### src/rtl/seg_scan_pkg.sv
// rtl/seg_scan_pkg.sv - shared types, constants and helpers for the display scan controller
// Contents:
//   scan_state_t   : ST_BLANK (all anodes off) / ST_SHOW (one digit driven)
//   NUM_DIG        : number of multiplexed digit positions
//   ANODE_OFF      : active-low anode pattern with every digit off
//   cnt_width()    : slot counter width for a given TICK_DIV
//   lz_suppressed(): leading-zero test for one digit position of a 16-bit value
package seg_scan_pkg;

    typedef enum logic {
        ST_BLANK = 1'b0,
        ST_SHOW  = 1'b1
    } scan_state_t;

    localparam int         NUM_DIG   = 4;
    localparam logic [3:0] ANODE_OFF = 4'b1111;

    function automatic int cnt_width(input int tick_div);
        return (tick_div > 1) ? $clog2(tick_div) : 1;
    endfunction

    // A digit is a leading zero when it and every higher digit are zero.
    // Digit 0 always shows so a zero value still displays "0".
    function automatic logic lz_suppressed(input logic [15:0] val, input logic [1:0] idx);
        logic r;
        r = 1'b1;
        for (int i = 0; i < NUM_DIG; i++) begin
            if (i >= int'(idx) && val[4*i +: 4] != 4'd0) begin
                r = 1'b0;
            end
        end
        if (idx == 2'd0) begin
            r = 1'b0;
        end
        return r;
    endfunction

endpackage

### src/rtl/scan_timer.sv
// rtl/scan_timer.sv - digit slot counter with blank-end / slot-end strobes and digit index
// Ports:
//   i_clk        : system clock
//   i_rst_n      : asynchronous active-low reset
//   o_blank_end  : high on the last blank cycle of a slot (counter == BLANK_CYC-1)
//   o_slot_end   : high on the last cycle of a slot (counter == TICK_DIV-1)
//   o_idx        : current digit index 0..3, advances when the slot ends
module scan_timer
    import seg_scan_pkg::*;
#(
    parameter int TICK_DIV  = 50000,
    parameter int BLANK_CYC = 1000
) (
    input  logic       i_clk,
    input  logic       i_rst_n,
    output logic       o_blank_end,
    output logic       o_slot_end,
    output logic [1:0] o_idx
);

    localparam int            CW         = cnt_width(TICK_DIV);
    localparam logic [CW-1:0] SLOT_LAST  = CW'(TICK_DIV - 1);
    localparam logic [CW-1:0] BLANK_LAST = CW'(BLANK_CYC - 1);
    localparam logic [CW-1:0] CNT_ONE    = CW'(1);

    logic [CW-1:0] r_cnt;
    logic [1:0]    r_idx;

    // Strobes fire one cycle early so the registered outputs in the
    // controller change on the same edge the counter reaches the boundary.
    assign o_slot_end  = (r_cnt == SLOT_LAST);
    assign o_blank_end = (r_cnt == BLANK_LAST);
    assign o_idx       = r_idx;

    always_ff @(posedge i_clk or negedge i_rst_n) begin
        if (!i_rst_n) begin
            r_cnt <= '0;
            r_idx <= 2'd0;
        end else if (o_slot_end) begin
            r_cnt <= '0;
            r_idx <= r_idx + 2'd1;
        end else begin
            r_cnt <= r_cnt + CNT_ONE;
        end
    end

endmodule

### src/rtl/seg_scan_ctrl.sv
// rtl/seg_scan_ctrl.sv - 4-digit 7-segment scan scheduler with dead-time and frame-synchronous double buffer
// Optional feature macro: SEG_SCAN_LZ_BLANK_EN (leading-zero suppression when defined)
// Ports:
//   i_mclk        : system clock
//   i_rs          : asynchronous active-low reset
//   i_value_in    : four nibbles to display, [3:0] is digit 0 (rightmost)
//   i_load        : one-cycle strobe capturing i_value_in / i_dp_in into the pending buffer
//   i_dp_in       : decimal point request per digit
//   i_digit_en    : per-digit enable, sampled live
//   o_anode       : active-low one-hot digit select
//   o_nibble      : code for the seg7 decoder
//   o_dp          : decimal point for the current digit, active-high
//   o_blank       : high while no digit is driven
//   o_frame_done  : one-cycle pulse as the index wraps 3->0
//   o_load_ack    : one-cycle pulse the cycle after each load
module seg_scan_ctrl
    import seg_scan_pkg::*;
#(
    parameter int TICK_DIV  = 50000,
    parameter int BLANK_CYC = 1000
) (
    input  logic        i_mclk,
    input  logic        i_rs,
    input  logic [15:0] i_value_in,
    input  logic        i_load,
    input  logic [3:0]  i_dp_in,
    input  logic [3:0]  i_digit_en,
    output logic [3:0]  o_anode,
    output logic [3:0]  o_nibble,
    output logic        o_dp,
    output logic        o_blank,
    output logic        o_frame_done,
    output logic        o_load_ack
);

    scan_state_t r_state;
    logic [15:0] r_active;
    logic [3:0]  r_active_dp;
    logic [15:0] r_pending;
    logic [3:0]  r_pending_dp;
    logic        r_pend_flag;

    logic        w_blank_end;
    logic        w_slot_end;
    logic [1:0]  w_idx;
    logic        w_boundary;
    logic        w_next_show;
    logic        w_lz;
    logic        w_dig_on;

    scan_timer #(
        .TICK_DIV  (TICK_DIV),
        .BLANK_CYC (BLANK_CYC)
    ) u_scan_timer (
        .i_clk       (i_mclk),
        .i_rst_n     (i_rs),
        .o_blank_end (w_blank_end),
        .o_slot_end  (w_slot_end),
        .o_idx       (w_idx)
    );

    assign w_boundary  = w_slot_end && (w_idx == 2'd3);

    // State the FSM holds after this edge; outputs are computed for it so
    // they change together with the state.
    assign w_next_show = ((r_state == ST_SHOW)  && !w_slot_end) ||
                         ((r_state == ST_BLANK) &&  w_blank_end);

`ifdef SEG_SCAN_LZ_BLANK_EN
    // r_active only changes at the frame boundary, which is always a blank
    // cycle, so the suppression decision is stable across a SHOW period.
    assign w_lz = lz_suppressed(r_active, w_idx);
`else
    assign w_lz = 1'b0;
`endif

    assign w_dig_on = i_digit_en[w_idx] && !w_lz;

    always_ff @(posedge i_mclk or negedge i_rs) begin
        if (!i_rs) begin
            r_state      <= ST_BLANK;
            r_active     <= 16'd0;
            r_active_dp  <= 4'd0;
            r_pending    <= 16'd0;
            r_pending_dp <= 4'd0;
            r_pend_flag  <= 1'b0;
            o_anode      <= ANODE_OFF;
            o_nibble     <= 4'd0;
            o_dp         <= 1'b0;
            o_blank      <= 1'b1;
            o_frame_done <= 1'b0;
            o_load_ack   <= 1'b0;
        end else begin
            o_frame_done <= w_boundary;
            o_load_ack   <= i_load;

            if (w_boundary && r_pend_flag) begin
                r_active    <= r_pending;
                r_active_dp <= r_pending_dp;
                r_pend_flag <= 1'b0;
            end

            // A load on the boundary edge overrides the flag clear above,
            // so its value waits in pending for the following frame.
            if (i_load) begin
                r_pending    <= i_value_in;
                r_pending_dp <= i_dp_in;
                r_pend_flag  <= 1'b1;
            end

            case (r_state)
                ST_BLANK: if (w_blank_end) r_state <= ST_SHOW;
                ST_SHOW:  if (w_slot_end)  r_state <= ST_BLANK;
            endcase

            if (w_next_show) begin
                o_anode  <= w_dig_on ? ~(4'b0001 << w_idx) : ANODE_OFF;
                o_blank  <= !w_dig_on;
                o_nibble <= r_active[4*w_idx +: 4];
                o_dp     <= r_active_dp[w_idx];
            end else begin
                o_anode  <= ANODE_OFF;
                o_blank  <= 1'b1;
                o_nibble <= 4'd0;
                o_dp     <= 1'b0;
            end
        end
    end

endmodule

### config.mk
export PLATFORM = sky130hd
export DESIGN_NAME = seg_scan_ctrl
export DESIGN_NICKNAME = d
export VERILOG_FILES = /design/src/rtl/seg_scan_pkg.sv /design/src/rtl/scan_timer.sv /design/src/rtl/seg_scan_ctrl.sv
export SDC_FILE = /design/constraint.sdc
export NUM_CORES = 1
export LEC_CHECK = 0
export CAP_MARGIN = 15
export CORE_MARGIN = 2
export CORE_UTILIZATION = 25
export DETAILED_ROUTE_END_ITERATION = 10
export GPL_ROUTABILITY_DRIVEN = 1
export PLACE_DENSITY = 0.39
export SYNTH_ARGS = -nofsm -noshare
export SYNTH_HDL_FRONTEND = slang
export SYNTH_SLANG_ARGS = --single-unit
### constraint.sdc
create_clock -name i_mclk -period 2.1 [get_ports i_mclk]
set_input_delay 0.315 -clock i_mclk [delete_from_list [all_inputs] [get_ports i_mclk]]
set_output_delay 0.315 -clock i_mclk [all_outputs]
set_load 0.01 [all_outputs]
# Word level (Yosys, flattened, before mapping)
# Cells that the tools add are included.
word_totals:
  output_inout_bits: 12
  latchBits: 0
  reg_bits: 72
  inputBits: 27
  n_memories: 0
  ramBits: 0
  elab_cells: 47
  mem_bits_ro: 0
op_classes:
  reduce_logical: 8
  n_lt_le_gt_ge: 1
  n_eq_ne: 3
  n_div: 0
  n_mul: 0
  bitwise: 2
  n_mux: 15
  shifts: 2
  addsub: 2
ops:
  columns: ["cell", "n"]
  rows:
  - ["adder 16 x 1 -> 16 bit, second input constant", 1]
  - ["equality test 16 x 10 -> 1 bit, second input constant", 1]
  - ["equality test 16 bit, second input constant", 1]
  - ["two-way mux 16 bit", 1]
  - ["indexed part select 16 x 5 -> 4 bit", 1]
  - ["two-way mux 4 bit", 3]
  - ["two-way mux 1 bit", 8]
  - ["binary-select mux 1 bit (select 2 bit)", 2]
  - ["logical AND 1 bit", 4]
  - ["NOT 4 bit", 1]
  - ["<< shifter 1 x 2 -> 4 bit, first input constant", 1]
  - ["less-than comparator 2 x 3 -> 1 bit, second input constant", 1]
  - ["adder 2 x 1 -> 2 bit, second input constant", 1]
  - ["equality test 2 bit, second input constant", 1]
  - ["zero test 1 bit", 2]
  - ["case mux 1 bit (2 select lines)", 1]
  - ["nonzero test 2 bit", 1]
  - ["logical OR 1 bit", 1]
  - ["NOT 1 bit", 1]

# Logic depth before layout (Yosys ltp)
# Gate-level depths: netlist of the first run.
logic_depth:
  ltp_word: 5
  mapped_depth: 7
  depth_no_buf: 5

# Cells and area by module
# Synthesis of the first run repeated with hierarchy kept, for this count alone.
unflattened:
  hier_cells: 206
  hier_area_um2: 3119.2
modules_own_cells:
  columns: ["module", "area_each_um2", "n_inst", "seq_area_each_um2", "cells_each"]
  rows:
  - ["seg_scan_ctrl", 2258.4, 1, 1357.6, 130]
  - ["scan_timer", 860.8, 1, 450.4, 76]

# Worst setup path before layout of the first run
# No wires, ideal clock.
synth_timing:
  kind: "reg2reg"
  from: "register u_scan_timer.r_cnt[0]"
  to: "register r_active[0]"
  t_arrival_ns: 1.737
  n_path_buf: 2
  slack_ns: 0.238
  required_time_ns: 1.975
  stages_incl_launch_ff: 8
  cell_sequence: "dfrtp_1 -> ha_1 -> and4b_1 -> and4_1 -> buf_6 -> and3_4 -> buf_6 -> mux2_4"
synth_between:
  elab_chain_cells: 3
synth_rtl:
  columns: ["item", "line_no", "rtl"]
  rows:
  - ["start: declaration", "scan_timer.sv:26", "logic [CW-1:0] r_cnt;"]
  - ["start signal: assignment", "scan_timer.sv:43", "r_cnt <= r_cnt + CNT_ONE;"]
  - ["equality test 16 bit", "scan_timer.sv:31", "assign o_slot_end = (r_cnt == SLOT_LAST);"]
  - ["logical AND 1 bit", "seg_scan_ctrl.sv:62", "assign w_boundary = w_slot_end && (w_idx == 2'd3);"]
  - ["logical AND 1 bit", "seg_scan_ctrl.sv:97", "if (w_boundary && r_pend_flag) begin"]
  - ["end signal: assignment", "seg_scan_ctrl.sv:98", "r_active <= r_pending;"]
  - ["end: declaration", "seg_scan_ctrl.sv:37", "logic [15:0] r_active;"]
# Every way passes these cells.
# A chain may end at the register's enable or synchronous reset.

# Final worst setup path of the first run
layout_timing:
  from: "register u_scan_timer.r_cnt[0]"
  to: "register r_active[3]"
# The elaborated chain is that of the path after synthesis.

==> results by group, run 1 <==
CTS
  • Clock buffer depth: 2
  • Total CTS buffers: 9
  • Post-CTS Hold Fix Bufs: 1
  • Clock sinks: 72
  • PostCTS Resize Cnt: 0
  • Setup bufs post-CTS: 0
  • Root buffer cell: clkbuf_16
  • Worst-path clk slew: 50 ps
  • TritonCTS clock tree: built
  • Worst skew pair latency: 330 ps
  • CTS H-tree lvls: 3

Setup path
  • Critical path's top delay family: simple AND/OR/NAND/NOR gates
  • Critical path startpoint category: flop
  • Buf/Inv on CP: 1
  • Crit-path max FO: 20
  • Slowest stage cell, crit path: dfrtp_1
  • Worst Path Required: 2310 ps
  • WS Path Type: reg2reg
  • Worst path depth: 6
  • Largest incremental delay on the critical path: 360 ps
  • Critical path endpoint category: flop
  • CP cell instances: ha_1 -> and4b_1 -> and4_1 -> and3_4 -> buf_12 -> mux2_4
  • R2r worst-path depth: 6
  • Arrival time at the worst endpoint: 2130 ps

Yosys
  • Post-synth top area share: 0.544
  • Post-Synth XOR/XNOR Area: 0.0398
  • Synth Cell Area: 0.00308 sq mm
  • Syn avg cell area: 14.5 sq um
  • Synth Register Bits: 72
  • Yosys warning count: 0
  • Seq/Total Area, Yosys: 0.586
  • Simple-gate share of the synthesized area: 0.105
  • Synth cell types: 32
  • Synth cell count leaders: dfrtp_1 (67), mux2_2 (20), mux2_4 (20)
  • Post-synth EDFFs: 0
  • Main synth FF type: dfrtp_1
  • Largest family of logic cells by synthesized area: multiplexers
  • Post-synthesis mux area share: 0.214
  • Net Count, Synth: 245
  • Post-Syn Instances: 213
  • Yosys top cell by area: dfrtp_1
  • Main area contributors after synthesis: dfrtp_1 (54%), mux2_4 (9.7%), mux2_2 (7.3%)
  • Most common cell in the synthesized netlist: dfrtp_1
  • Post-synth ARST share: 1.00
  • Adder-cell share of the synthesized area: 0.0203
  • Synth Area in Compound Gates: 0.00933

Global routing
  • First-pass GRT wire length: 10.4 mm
  • Gr usage total: 0.104
  • Initial antenna violation count: 0
  • GRT busiest layer: met2
  • Largest net degree at the start of global routing: 39
  • Met3 usage: 0.0211
  • Grt met2 use: 0.158
  • GR Layer Usage met1: 0.141
  • Number of global-route vias before repair: 1,925
  • Total gr overflow: 0

Die
  • I/O pins: 39
  • Initial Utilization: 0.257
  • Rows: 40
  • Chip height: 115 um
  • Core area: 0.0120 sq mm
  • Die width: 115 um
  • Die area: 0.0132 sq mm

Routing
  • Vias per inst: 4.28
  • WL final: 6.00 mm
  • Detailed Route Iter0 Violations: 69
  • First-pass DRT Iterations: 4
  • Drt wl/cell: 14.3 um
  • Antenna viol nets, final: 0
  • Residual DRC: 0
  • Vias: 1,790

Cells and area
  • Final non-filler cell total: 418
  • Nets: 298
  • Layout cell share with drive strength beyond 1: 0.303
  • Layout area overhead: 30.8%
  • Layout Cell Area excl Fill: 0.00403 sq mm
  • Reg area: 0.00181 sq mm
  • Footprint of the multi-input gates: 0.00120 sq mm
  • Filler Cell Count: 1,208
  • Antenna fix cells: 0

Outcome
  • Status: finished, final reports clean

Timing
  • Slew @ Worst Pin: 481 ps
  • Fin. Hold Viols: 0
  • F_max: 522 MHz
  • Setup_tns: 0 ps
  • Setup Viol. Count Final: 0
  • Slew Limit Fails: 0
  • Final worst hold slack: 458 ps
  • Max-slew headroom: 0.679
  • Layout Skew: 4.79 ps
  • RSZ-0062 raised after global routing: false
  • Crit share post-route: 0.913
  • Min Tclk post-route: 1920 ps

Pwr
  • Net Sw Power: 624 uW
  • Clock power frac: 0.502
  • Sw Share: 0.196
  • Combinational group share of total power: 0.043
  • Tot Pwr: 3.19 mW
  • Power Density: 790 mW/mm^2
  • Max IR drop VDD: 0.000288 V
  • Sequential cell fraction of total power: 0.455
  • Internal: 2.56 mW
  • Leakage: 1.74 nW

Placed design
  • Area after DPL: 0.00370 sq mm
  • Final Wtd Congestion: 0.776
  • HPWL Detailed: 4.13 mm
  • IO buf count: 38
  • Placed cells: 401

Min path
  • Worst Hold Class: reg2reg
  • Hold path cells: 1

Run
  • Max Cap Viol: 0
cells in the final DEF, fill, tap and decap left out, types with 2 or more instances in the layout:
cell type and instances:
clkbuf_16 9, mux2_4 20, and2_1 5, nand4_1 6
ha_1 5, o21ai_0 2, nor2_1 11, xnor2_1 7
nand3_1 11, xor2_1 7, and4b_1 2, nor4_1 3
buf_12 2, nor3_1 2, clkdlybuf4s50_1 37, dfrtp_1 67
inv_1 4, clkbuf_8 4, buf_4 12, and4_1 3
dfstp_2 5, mux2_2 20, mux4_2 6, nand2_1 8
cell type report:
type	count	share of cell area
Multi-Input combinational cell	127	0.297
Clock buffer	14	0.0704
Tap cell	147	0.0456
Sequential cell	72	0.448
Timing Repair Buffer	52	0.127
Clock inverter	2	0.00868
Inverter	4	0.00372
sequential cells by signal (all words and copies together), names as in the netlist:
name	count
r_active_dp	4
o_frame_done	1
o_anode	4
o_dp	1
r_active	16
u_scan_timer.r_cnt	16
r_pend_flag	1
r_pending	16
o_nibble	4
r_pending_dp	4
r_state	1
o_load_ack	1
o_blank	1
u_scan_timer.o_idx	2
stage by stage:
stage                     utilization  worst slack, ps
final                           0.336              183
after global routing            0.336             56.6
after CTS                       0.336              169
after detailed placement        0.308              194
after global placement          0.308              187
after floorplan                     -              238
worst paths after layout:
| check | slack (ps) | end | start |
|---|---|---|---|
| worst max-delay path | 180 | r_active[3]$_DFFE_PN0P_ | u_scan_timer.r_cnt[0]$_DFF_PN0_ |
| worst min-delay path | 460 | u_scan_timer.r_cnt[0]$_DFF_PN0_ | u_scan_timer.r_cnt[0]$_DFF_PN0_ |
| worst max register to register | 180 | r_active[3]$_DFFE_PN0P_ | u_scan_timer.r_cnt[0]$_DFF_PN0_ |
| worst min register to register | 460 | u_scan_timer.r_cnt[0]$_DFF_PN0_ | u_scan_timer.r_cnt[0]$_DFF_PN0_ |
| max in group asynchronous | 970 | o_anode[1]$_DFF_PN1_ | i_rs |
| min in group asynchronous | 500 | r_pending[0]$_DFFE_PN0P_ | i_rs |
cells by family (layout without fill, tap and decap cells):
| group | count (synthesis) | after routing |
|---|---|---|
| DFF | 72 | 72 |
| and+or+nand+nor | 57 | 57 |
| muxes | 46 | 46 |
| xor gates and xnor gates | 14 | 14 |
| buffers and inverters | 14 | 72 |
| adders and majority gates | 5 | 5 |
| AOI/OAI and AO/OA | 5 | 5 |
power by group through the flow:
stage | Clock [mW] | Sequential, mW | Combinational [mW]
6_report | 1.60 | 1.45 | 0.138
4_1_cts | 1.65 | 1.45 | 0.144
2_1_floorplan | 0 | 1.47 | 0.0495
5_1_grt | 1.73 | 1.45 | 0.155
3_3_place_gp | 0 | 1.47 | 0.141
3_5_place_dp | 0 | 1.47 | 0.142
layer usage:
layer	wire length [um]	share of wire
met1	2830	0.47
met2	2800	0.47
met3	246	0.041
met4	122	0.020
met5	0	0
No activity file was read; power rests on OpenSTA's default activity.
==> run 2: changes to the inputs <==
--- a/config.mk
+++ b/config.mk
@@ -6,8 +6,10 @@
 export NUM_CORES = 1
 export LEC_CHECK = 0
 export CAP_MARGIN = 15
+export CORE_ASPECT_RATIO = 0.9
 export CORE_MARGIN = 2
 export CORE_UTILIZATION = 25
+export CTS_CLUSTER_SIZE = 24
 export DETAILED_ROUTE_END_ITERATION = 10
 export GPL_ROUTABILITY_DRIVEN = 1
 export PLACE_DENSITY = 0.39
==> run 2 against run 1 <==
Effect of this change:
- the flow now finishes with violations (hold timing)
- register-to-register slack is essentially flat
- clock skew is essentially flat
- first-iteration DRC count grew 17%
- non-clock buffer count shrank 2
- routed wire length grew 1.2%
- via count is essentially flat
- sequential share of layout area shrank 0.34 points
- cell area grew 0.78%
- critical path type unchanged
- critical endpoint is now r_active_dp[1]$_DFFE_PN0P_
==> results by group, run 2 (same netlist as run 1, synthesis figures left out) <==
Outcome
  • Status: complete, but fails checks
  • Failing checks: hold timing

Global routing
  • Total gr overflow: 0
  • Largest net degree at the start of global routing: 73
  • Gr usage total: 0.106
  • Initial antenna violation count: 0
  • Number of global-route vias before repair: 1,938
  • First-pass GRT wire length: 10.6 mm

Cells and area
  • Commonest non-fill, non-tap cells in the layout: dfrtp_1 (67), clkdlybuf4s50_1 (37), mux2_2 (20), mux2_4 (20)
  • Nets: 296
  • Layout cell share with drive strength beyond 1: 0.305
  • Antenna fix cells: 0
  • Final core occ: 0.338
  • Footprint of the multi-input gates: 0.00120 sq mm
  • Final non-filler cell total: 429
  • Layout Cell Area excl Fill: 0.00407 sq mm
  • Layout area overhead: 31.8%
  • Filler Cell Count: 1,187
  • Reg area: 0.00181 sq mm
  • Commonest non-fill, non-tap cell in the layout: dfrtp_1
  • Biggest regs: r_active (16), r_pending (16), u_scan_timer.r_cnt (16)

CTS
  • Clock buffer depth: 2
  • Clock sinks: 72
  • Post-CTS Hold Fix Bufs: 0
  • PostCTS Resize Cnt: 0
  • Setup bufs post-CTS: 0
  • TritonCTS clock tree: built
  • Root buffer cell: clkbuf_16
  • Worst-path clk slew: 60 ps
  • Worst skew pair latency: 330 ps
  • Total CTS buffers: 9
  • CTS H-tree lvls: 3

Routing
  • Drt wl/cell: 14.1 um
  • Residual DRC: 0
  • Vias per inst: 4.17
  • First-pass DRT Iterations: 4
  • Detailed Route Iter0 Violations: 81
  • Vias: 1,791
  • Antenna viol nets, final: 0
  • WL final: 6.07 mm

Timing
  • Min Tclk post-route: 1920 ps
  • Final WS setup: 183 ps
  • Setup_tns: 0 ps
  • RSZ-0062 raised after global routing: false
  • Layout Skew: 4.42 ps
  • Final worst hold slack: -19.0 ps
  • Slew Limit Fails: 0
  • Fin. Hold Viols: 8
  • Max-slew headroom: 0.729
  • F_max: 522 MHz
  • Crit share post-route: 0.913
  • Setup Viol. Count Final: 0
  • Slew @ Worst Pin: 406 ps

Placed design
  • HPWL Detailed: 4.16 mm
  • Post-place setup slack: 179 ps
  • Area after DPL: 0.00372 sq mm
  • IO buf count: 38
  • Final Wtd Congestion: 0.770
  • Placed cells: 413

Run
  • Max Cap Viol: 0

Pwr
  • Internal: 2.65 mW
  • Clock power frac: 0.518
  • Power Density: 810 mW/mm^2
  • Sequential cell fraction of total power: 0.441
  • Sw Share: 0.195
  • Tot Pwr: 3.29 mW
  • Net Sw Power: 644 uW
  • Leakage: 1.73 nW
  • Combinational group share of total power: 0.041
  • Max IR drop VDD: 0.000390 V

Die
  • Die area: 0.0132 sq mm
  • Chip height: 109 um
  • Die width: 121 um
  • I/O pins: 39
  • Core area: 0.0120 sq mm
  • Initial Utilization: 0.256
  • Rows: 38

Setup path
  • CP cell instances: ha_1 -> and4b_1 -> and4_1 -> and3_4 -> buf_12 -> mux2_4
  • Critical path startpoint category: flop
  • WS Path Type: reg2reg
  • R2r setup slk: 180 ps
  • Critical path endpoint category: flop
  • Worst Path Required: 2310 ps
  • Arrival time at the worst endpoint: 2130 ps
  • Crit-path max FO: 12
  • Slowest stage cell, crit path: dfrtp_1
  • Largest incremental delay on the critical path: 360 ps
  • R2r worst-path depth: 6

Min path
  • Worst Hold Class: in2async
==> run 2: final timing paths <==
| kind | from | end |
|---|---|---|
| setup reg to reg | u_scan_timer.r_cnt[0]$_DFF_PN0_ | r_active_dp[1]$_DFFE_PN0P_ |
| hold / removal | i_rs | o_load_ack$_DFF_PN0_ |
| min in group i_mclk | u_scan_timer.r_cnt[0]$_DFF_PN0_ | u_scan_timer.r_cnt[0]$_DFF_PN0_ |
| setup / recovery | u_scan_timer.r_cnt[0]$_DFF_PN0_ | r_active_dp[1]$_DFFE_PN0P_ |
| max in group asynchronous | i_rs | o_anode[3]$_DFF_PN1_ |
| hold reg to reg | u_scan_timer.r_cnt[0]$_DFF_PN0_ | u_scan_timer.r_cnt[0]$_DFF_PN0_ |
==> run 2: cell type report <==
cell class | instances | area share
tap | 160 | 0.0492
clock buffer | 12 | 0.0656
inverter | 4 | 0.00369
sequential | 72 | 0.445
clock inverter | 4 | 0.0185
multi-input combinational | 127 | 0.295
timing repair buffer | 50 | 0.124
==> run 2: worst max-delay path: cells and delay by family, from the launching register on <==
family	cells	cell delay (ps)
flip-flops	1	360
buffers and inverters	1	160
multiplexers	1	310
AND/OR/NAND/NOR	3	680
adder cells (fa/ha/maj)	1	290
==> run 2: power by group through the flow <==
| stage | Clock (mW) | Combinational [mW] | Sequential, mW |
|---|---|---|---|
| after floorplan | 0 | 0.0495 | 1.47 |
| after global placement | 0 | 0.139 | 1.48 |
| after detailed placement | 0 | 0.140 | 1.48 |
| after CTS | 1.75 | 0.141 | 1.45 |
| after global routing | 1.83 | 0.151 | 1.46 |
| final | 1.70 | 0.136 | 1.45 |
==> run 2: per-layer routing <==
metal  wire [um]  global-route usage  share of wire
met1        3200               0.148           0.53
met2        2510               0.152           0.41
met3         240              0.0337          0.040
met4         118              0.0449          0.019
met5           0                   0              0
